`config.mk`:
```
export PLATFORM = sky130hd
export DESIGN_NAME = drive_pwm_ctrl_flat
export DESIGN_NICKNAME = d
export VERILOG_FILES = /design/src/rtl/drive_pkg.sv /design/src/rtl/drive_pwm_ctrl_if.sv /design/src/rtl/pwm_ramp_ch.sv /design/src/rtl/drive_pwm_ctrl.sv /design/src/flat_wrapper.sv
export SDC_FILE = /design/constraint.sdc
export NUM_CORES = 1
export LEC_CHECK = 0
export CAP_MARGIN = 20
export CORE_ASPECT_RATIO = 0.8
export CORE_MARGIN = 4
export CORE_UTILIZATION = 50
export CTS_CLUSTER_SIZE = 14
export DETAILED_ROUTE_END_ITERATION = 10
export PLACE_DENSITY_LB_ADDON = 0.05
export RECOVER_POWER = 50
export SLEW_MARGIN = 20
export SYNTH_ARGS = -nofsm -noshare
export SYNTH_HDL_FRONTEND = slang
export SYNTH_SLANG_ARGS = --single-unit
```
`constraint.sdc`:
```
create_clock -name clk -period 9.3 [get_ports clk]
set_input_delay 1.86 -clock clk [delete_from_list [all_inputs] [get_ports clk]]
set_output_delay 1.86 -clock clk [all_outputs]
set_load 0.05 [all_outputs]
```
`src/rtl/drive_pkg.sv`:
```
// drive_pkg: shared direction/state encodings and PWM period derivations
// for the multi-channel H-bridge drive controller.
package drive_pkg;

    localparam logic [1:0] DIR_COAST = 2'b00;
    localparam logic [1:0] DIR_FWD   = 2'b01;
    localparam logic [1:0] DIR_REV   = 2'b10;
    localparam logic [1:0] DIR_BRAKE = 2'b11;

    localparam logic [1:0] ST_RUN = 2'b00;
    localparam logic [1:0] ST_COL = 2'b01;
    localparam logic [1:0] ST_CLR = 2'b10;

    localparam int DUTY_W = 7;

    typedef logic [DUTY_W-1:0] duty_t;
    typedef logic [1:0]        dir_t;

    function automatic int calc_period(input int clk_hz, input int pwm_hz);
        return clk_hz / pwm_hz;
    endfunction

    function automatic int calc_pct(input int period);
        return period / 100;
    endfunction

endpackage

```
`src/rtl/drive_pwm_ctrl_if.sv`:
```
// drive_pwm_ctrl_if: duty/direction command handshake from the steering logic.
interface drive_pwm_ctrl_if #(
    parameter int NUM_CH = 2
);
    logic                cmd_valid;
    logic                cmd_ready;
    logic [NUM_CH*7-1:0] cmd_duty;
    logic [NUM_CH*2-1:0] cmd_dir;

    modport master (output cmd_valid, cmd_duty, cmd_dir, input cmd_ready);
    modport slave  (input cmd_valid, cmd_duty, cmd_dir, output cmd_ready);
endinterface

```
`src/rtl/pwm_ramp_ch.sv`:
```
// pwm_ramp_ch: one bridge channel - target/current duty and direction, slew ramp and PWM compare.
// Pins are registered from the post-update duty so a new duty applies from the first clock of its period.
module pwm_ramp_ch
    import drive_pkg::*;
#(
    parameter int PCT_CNT   = 1,
    parameter int MAX_DUTY  = 80,
    parameter int RAMP_STEP = 5,
    parameter int PW        = 7
) (
    input  logic          clk,
    input  logic          rst_n,
    input  logic          ps_i,
    input  logic          kill_i,
    input  logic          load_i,
    input  duty_t         duty_i,
    input  dir_t          dir_i,
    input  logic [PW-1:0] pcnt_i,
    output logic          hb_en_o,
    output logic          hb_a_o,
    output logic          hb_b_o
);
    localparam duty_t MAX_D = duty_t'(MAX_DUTY);
    localparam duty_t STEP  = duty_t'(RAMP_STEP);

    duty_t tgt_duty_q, tgt_duty_d, cur_duty_q, cur_duty_d;
    dir_t  tgt_dir_q, tgt_dir_d, cur_dir_q, cur_dir_d;
    logic  on, en_d, a_d, b_d;

    always_comb begin
        tgt_duty_d = load_i ? (duty_i > MAX_D ? MAX_D : duty_i) : tgt_duty_q;
        tgt_dir_d  = load_i ? dir_i : tgt_dir_q;
        cur_duty_d = cur_duty_q;
        cur_dir_d  = cur_dir_q;
        if (ps_i) begin
            // a reversal first ramps to zero, then spends one dead period at zero while the direction flips
            if (tgt_dir_q != cur_dir_q) begin
                cur_duty_d = cur_duty_q > STEP ? cur_duty_q - STEP : '0;
                cur_dir_d  = cur_duty_q == '0 ? tgt_dir_q : cur_dir_q;
            end else if (cur_duty_q < tgt_duty_q)
                cur_duty_d = tgt_duty_q - cur_duty_q > STEP ? cur_duty_q + STEP : tgt_duty_q;
            else
                cur_duty_d = cur_duty_q - tgt_duty_q > STEP ? cur_duty_q - STEP : tgt_duty_q;
        end
        if (kill_i) begin
            tgt_duty_d = '0;
            tgt_dir_d  = DIR_COAST;
            cur_duty_d = '0;
            cur_dir_d  = DIR_COAST;
        end
        on   = 32'(pcnt_i) < 32'(cur_duty_d) * PCT_CNT;
        en_d = !kill_i && (cur_dir_d == DIR_BRAKE || (cur_dir_d != DIR_COAST && on));
        a_d  = kill_i || cur_dir_d == DIR_REV || cur_dir_d == DIR_BRAKE;
        b_d  = kill_i || cur_dir_d == DIR_FWD || cur_dir_d == DIR_BRAKE;
    end

    always_ff @(posedge clk or negedge rst_n)
        if (!rst_n) begin
            tgt_duty_q <= '0;
            tgt_dir_q  <= DIR_COAST;
            cur_duty_q <= '0;
            cur_dir_q  <= DIR_COAST;
            hb_en_o    <= 1'b0;
            hb_a_o     <= 1'b0;
            hb_b_o     <= 1'b0;
        end else begin
            tgt_duty_q <= tgt_duty_d;
            tgt_dir_q  <= tgt_dir_d;
            cur_duty_q <= cur_duty_d;
            cur_dir_q  <= cur_dir_d;
            hb_en_o    <= en_d;
            hb_a_o     <= a_d;
            hb_b_o     <= b_d;
        end

endmodule

```
`src/rtl/drive_pwm_ctrl.sv`:
```
// drive_pwm_ctrl: shared PWM period counter, collision synchroniser/state machine and command
// handshake feeding NUM_CH slew-limited H-bridge channels.
module drive_pwm_ctrl
    import drive_pkg::*;
#(
    parameter int CLK_HZ        = 50_000_000,
    parameter int PWM_HZ        = 80,
    parameter int NUM_CH        = 2,
    parameter int MAX_DUTY      = 80,
    parameter int RAMP_STEP     = 5,
    parameter int CLEAR_PERIODS = 4
) (
    input  logic                clk,
    input  logic                rst_n,
    drive_pwm_ctrl_if.slave     cmd,
    input  logic                col_n,
    input  logic                estop,
    output logic [NUM_CH-1:0]   hb_en,
    output logic [NUM_CH-1:0]   hb_in_a,
    output logic [NUM_CH-1:0]   hb_in_b,
    output logic [1:0]          state,
    output logic                period_start
);
    localparam int PERIOD  = calc_period(CLK_HZ, PWM_HZ);
    localparam int PCT_CNT = calc_pct(PERIOD);
    localparam int PW      = PERIOD > 1 ? $clog2(PERIOD) : 1;
    localparam int CW      = $clog2(CLEAR_PERIODS + 1);

    logic [PW-1:0] pcnt_q, pcnt_d;
    logic [CW-1:0] cnt_q, cnt_d;
    logic [1:0]    st_q, st_d;
    logic          sync1_q, sync2_q, ps_q, rdy_q;
    logic          ps, col, kill, load;

    assign ps            = pcnt_q == '0;
    assign pcnt_d        = pcnt_q == PW'(PERIOD - 1) ? '0 : pcnt_q + PW'(1);
    assign col           = !sync2_q || estop;
    assign kill          = col || st_q != ST_RUN;
    // a command landing in the same cycle as a collision is dropped
    assign load          = cmd.cmd_valid && rdy_q && !col;
    assign cmd.cmd_ready = rdy_q;
    assign state         = st_q;
    assign period_start  = ps_q;

    always_comb begin
        st_d  = st_q;
        cnt_d = cnt_q;
        if (col) begin
            st_d  = ST_COL;
            cnt_d = '0;
        end else if (st_q == ST_COL) begin
            st_d  = ST_CLR;
            cnt_d = '0;
        end else if (st_q == ST_CLR && ps) begin
            st_d  = cnt_q == CW'(CLEAR_PERIODS - 1) ? ST_RUN : ST_CLR;
            cnt_d = cnt_q == CW'(CLEAR_PERIODS - 1) ? '0 : cnt_q + CW'(1);
        end
    end

    always_ff @(posedge clk or negedge rst_n)
        if (!rst_n) begin
            pcnt_q  <= '0;
            sync1_q <= 1'b1;
            sync2_q <= 1'b1;
            st_q    <= ST_RUN;
            cnt_q   <= '0;
            ps_q    <= 1'b0;
            rdy_q   <= 1'b0;
        end else begin
            pcnt_q  <= pcnt_d;
            sync1_q <= col_n;
            sync2_q <= sync1_q;
            st_q    <= st_d;
            cnt_q   <= cnt_d;
            ps_q    <= ps;
            rdy_q   <= st_d == ST_RUN;
        end

    for (genvar i = 0; i < NUM_CH; i++) begin : g_ch
        pwm_ramp_ch #(
            .PCT_CNT  (PCT_CNT),
            .MAX_DUTY (MAX_DUTY),
            .RAMP_STEP(RAMP_STEP),
            .PW       (PW)
        ) u_ch (
            .clk    (clk),
            .rst_n  (rst_n),
            .ps_i   (ps),
            .kill_i (kill),
            .load_i (load),
            .duty_i (cmd.cmd_duty[i*DUTY_W +: DUTY_W]),
            .dir_i  (cmd.cmd_dir[i*2 +: 2]),
            .pcnt_i (pcnt_q),
            .hb_en_o(hb_en[i]),
            .hb_a_o (hb_in_a[i]),
            .hb_b_o (hb_in_b[i])
        );
    end

endmodule

```
`src/flat_wrapper.sv`:
```
// flat-port wrapper written by rule: the top's interface ports become plain ports
module drive_pwm_ctrl_flat import drive_pkg::*;
#(
    parameter int CLK_HZ        = 50_000_000,
    parameter int PWM_HZ        = 80,
    parameter int NUM_CH        = 2,
    parameter int MAX_DUTY      = 80,
    parameter int RAMP_STEP     = 5,
    parameter int CLEAR_PERIODS = 4
)
  (clk, rst_n, col_n, estop, hb_en, hb_in_a, hb_in_b, state, period_start, cmd_cmd_valid, cmd_cmd_duty, cmd_cmd_dir, cmd_cmd_ready);
  drive_pwm_ctrl_if #(.NUM_CH(NUM_CH)) cmd_i ();
  input  logic clk;
  input  logic rst_n;
  input  logic col_n;
  input  logic estop;
  output logic [NUM_CH-1:0] hb_en;
  output logic [NUM_CH-1:0] hb_in_a;
  output logic [NUM_CH-1:0] hb_in_b;
  output logic [1:0] state;
  output logic period_start;
  input wire logic [$bits(cmd_i.cmd_valid)-1:0] cmd_cmd_valid;
  input wire logic [$bits(cmd_i.cmd_duty)-1:0] cmd_cmd_duty;
  input wire logic [$bits(cmd_i.cmd_dir)-1:0] cmd_cmd_dir;
  output wire logic [$bits(cmd_i.cmd_ready)-1:0] cmd_cmd_ready;
  assign cmd_i.cmd_valid = cmd_cmd_valid;
  assign cmd_i.cmd_duty = cmd_cmd_duty;
  assign cmd_i.cmd_dir = cmd_cmd_dir;
  assign cmd_cmd_ready = cmd_i.cmd_ready;
  drive_pwm_ctrl #(.CLK_HZ(CLK_HZ), .PWM_HZ(PWM_HZ), .NUM_CH(NUM_CH), .MAX_DUTY(MAX_DUTY), .RAMP_STEP(RAMP_STEP), .CLEAR_PERIODS(CLEAR_PERIODS)) u_core (.clk(clk), .rst_n(rst_n), .cmd(cmd_i), .col_n(col_n), .estop(estop), .hb_en(hb_en), .hb_in_a(hb_in_a), .hb_in_b(hb_in_b), .state(state), .period_start(period_start));
endmodule
```
==> qor.yml, run 1 <==
routabilityCongestion: 0.890
antenna_found_initial: 0
gr-usage-all-layers_pct: 21.7
crit_slowest_cell: "or4b_2"
fmax_mhz: 117
path_buf_inv: 3
path_class: "primary input to register"
arrival_ns: 8.82
required_ns: 9.55
clock_path_buffers: 2
die_area_um2: 19400
synthFlopType: "dfrtp_1"
synth_cell_types: 80
clock-root-buffer: "clkbuf_16"
synthToLayoutAreaGrowth_pct: 10.8
synth.area.top_cells: "ha_1 (25%), dfrtp_1 (20%), fa_1 (3.7%)"
grt_pass1_vias: 6768
synth-edff-count: 0
critPathCaptureType: "register"
p_leak_uw: 0.00466
postCtsSetupBuffers: 0
slowest_delay_ns: 0.66
cts_made_buffers: 9
drtAntennaViolNets: 0
path_clk_slew_ns: 0.07
finalClockSkew_ns: 0.0102
tns_ns: 0
drc: 0
run_status: "finished, violations left"
violations: "capacitance limit, slew limit"
drt-total-wl_mm: 21.3
port_buffers: 32
drt-initial-drc-count: 596
crit_fanout: 8
ys_seq_area_share_pct: 20.6
post_drt_via_cell_ratio: 5.87
num_antenna_cells: 0
yosys_register_bits: 71
synthesis.area_um2: 8620
grt_max_degree: 72
drv_slew: 72
grt_pass1_wl_mm: 35.0
fp-row-count: 42
start_util_pct: 51.6
worst_pin_slew_ns: 3.80
n_fill_cell: 1552
yosysTopAreaCell: "ha_1"
dieWidth_um: 155
start_kind: "primary input"
finalHoldViolations: 0
rsz0062_at_grt: "no"
fin_crit_sh_pct: 92.1
ir_worst_vdd_v: 0.0000934
io_pins: 33
power_density_nw_per_um2: 71.2
maxCapViolCount: 1
nNetsFinal: 1234
post_drt_wl_per_cell_um: 17.0
dp.final_hpwl_mm: 17.1
die_h_um: 125
holdWs_ns: 0.357
dr.pass1.iters: 5
drive_gt1_share_pct: 7.58
cts.htree.levels: 3
fin_util_pct: 57.1
final_area_um2: 9550
crit_family: "simple AND/OR/NAND/NOR gates"
synth_top_area_share_pct: 24.8
syn_nets: 1197
syn_inst: 987
cts_sinks: 71
worstHoldPathType: "register to register"
place_area_um2: 9250
setup_viol: 0
timing.critical_path.mode_cell: "ha_1"
grt_overflow: 0
maxSlewHeadroom_pct: -154
period_needed_ns: 8.57
yosys_warnings: 0
core_area_um2: 16700
cts-hold-fix-buffers: 0
ys_async_sr_fraction_pct: 100
cts_tree: "yes"
vias: 7330
insertion_delay_ns: 0.34
syn_area_per_cell_um2: 8.73
## placed cells by master (no fill, tap or decap), types with 30 or more instances in the layout
cell	count
a21oi_1	60
xnor2_1	34
xor2_1	36
clkdlybuf4s50_1	30
nand2_1	58
nor2_1	68
inv_1	72
ha_1	169
o21ai_0	55
dfrtp_1	66
## state kept, by name, summed over array words and instances (netlist names)
name	count
u_core.sync2_q	1
u_core.g_ch.u_ch.tgt_duty_q	14
u_core.g_ch.u_ch.cur_duty_q	14
u_core.sync1_q	1
u_core.g_ch.u_ch.cur_dir_q	4
u_core.period_start	1
u_core.g_ch.u_ch.hb_b_o	2
u_core.pcnt_q	20
u_core.g_ch.u_ch.hb_en_o	2
u_core.cmd.cmd_ready	1
u_core.g_ch.u_ch.hb_a_o	2
u_core.cnt_q	3
u_core.state	2
u_core.g_ch.u_ch.tgt_dir_q	4
## power by group
part / switching, uW / internal (uW) / leakage, uW
sequential: 1.94 / 311 / 0.000941
clock: 149 / 187 / 0.000139
combinational: 18.4 / 12.8 / 0.00358
total: 170 / 510 / 0.00466
## final timing paths
kind | start | slack, ns | to | cells after the start
max | estop | 0.73 | u_core.g_ch[1].u_ch.hb_en_o$_DFF_PN0_ | 31
min | u_core.sync1_q$_DFF_PN1_ | 0.36 | u_core.sync2_q$_DFF_PN1_ | 0
max reg2reg | u_core.g_ch[1].u_ch.tgt_duty_q[4]$_DFFE_PN0P_ | 0.76 | u_core.g_ch[1].u_ch.hb_en_o$_DFF_PN0_ | 35
min reg2reg | u_core.sync1_q$_DFF_PN1_ | 0.36 | u_core.sync2_q$_DFF_PN1_ | 0
max in group asynchronous | rst_n | 4.05 | u_core.g_ch[1].u_ch.cur_duty_q[2]$_DFF_PN0_ | 1
min in group asynchronous | rst_n | 2.80 | u_core.g_ch[0].u_ch.tgt_duty_q[1]$_DFFE_PN0P_ | 1
## cell type report
class	instances	area, um2	area share (%)
clock buffer	9	225	2.36
multi-input combinational	812	6430	67.3
sequential	71	1780	18.7
tap	220	275	2.88
clock inverter	7	62.6	0.655
timing repair buffer	57	498	5.22
inverter	73	274	2.87
## cell usage after synthesis, types with 4 or more instances
| cell type | number |
|---|---|
| clkbuf_1 | 19 |
| or2_2 | 6 |
| o31ai_1 | 7 |
| nor2b_1 | 21 |
| a21o_1 | 22 |
| nor3_1 | 27 |
| a31oi_1 | 9 |
| nand2b_1 | 10 |
| a22o_1 | 13 |
| o221ai_1 | 6 |
| nand4_1 | 17 |
| o21ai_0 | 56 |
| xor2_1 | 36 |
| mux2i_1 | 5 |
| o211ai_1 | 7 |
| and2_1 | 9 |
| nand3_1 | 24 |
| dfrtp_1 | 69 |
| a211oi_1 | 9 |
| o21a_1 | 5 |
| fa_1 | 16 |
| o32ai_1 | 4 |
| nand2_1 | 58 |
| buf_4 | 7 |
| nor2_1 | 68 |
| and3_1 | 11 |
| nor4_1 | 11 |
| or3_1 | 8 |
| a221o_1 | 4 |
| xnor2_1 | 34 |
| a21oi_1 | 61 |
| a211o_1 | 5 |
| ha_1 | 171 |
| inv_1 | 72 |
## cell families (layout without fill, tap and decap cells)
family          after synthesis  in the layout  synth area share (%)
mux                           5              5                 0.581
xor+xnor                     70             70                  7.11
simple gates                285            285                  16.7
buf+inv                     104            146                  4.96
fa+ha+maj                   187            187                  28.5
flops                        71             71                  20.6
compound gates              265            265                  21.5
## worst reg2reg max path, delay by kind of cell, from the launching register on
family	cells	cell delay, ns
AOI/OAI and AO/OA	15	2.72
adders and majority gates	7	2.42
and+or+nand+nor	9	2.35
DFF	1	0.43
buffers and inverters	3	0.38
xor gates and xnor gates	1	0.15
## stage by stage
step / worst slack (ns) / total power [uW] / cells
finish: 0.731 / 680 / 1249
global route: 0.0681 / 703 / 1249
CTS: 0.346 / 686 / 1249
detailed placement: 0.265 / 350 / 1233
global placement: 0.385 / 350 / 1233
floorplan: 1.13 / 329 / 987
## layer usage
metal  global-route usage (%)  part of all wire (%)
met1                     35.7                    54
met2                     29.2                    39
met3                     4.15                   6.1
met4                     3.69                  0.73
met5                        0                     0
## what timing repair did
item,CTS,global route
hold endpoints to repair,0,0
setup endpoints to repair,0,1
resized for setup,0,9
No activity file was read; power rests on OpenSTA's default activity.
==> run 2: changes to the inputs <==
--- a/config.mk
+++ b/config.mk
@@ -17,3 +17,4 @@
 export SYNTH_ARGS = -nofsm -noshare
 export SYNTH_HDL_FRONTEND = slang
 export SYNTH_SLANG_ARGS = --single-unit
+export TNS_END_PERCENT = 10
==> results of run 2 <==
Same layout as run 1: the final DEF is identical, and so are final timing and power.
==> run 3: changes to the inputs <==
--- a/config.mk
+++ b/config.mk
@@ -13,7 +13,6 @@
 export DETAILED_ROUTE_END_ITERATION = 10
 export PLACE_DENSITY_LB_ADDON = 0.05
 export RECOVER_POWER = 50
-export SLEW_MARGIN = 20
 export SYNTH_ARGS = -nofsm -noshare
 export SYNTH_HDL_FRONTEND = slang
 export SYNTH_SLANG_ARGS = --single-unit
==> results of run 3 <==
Same layout as run 1: the final DEF is identical, and so are final timing and power.
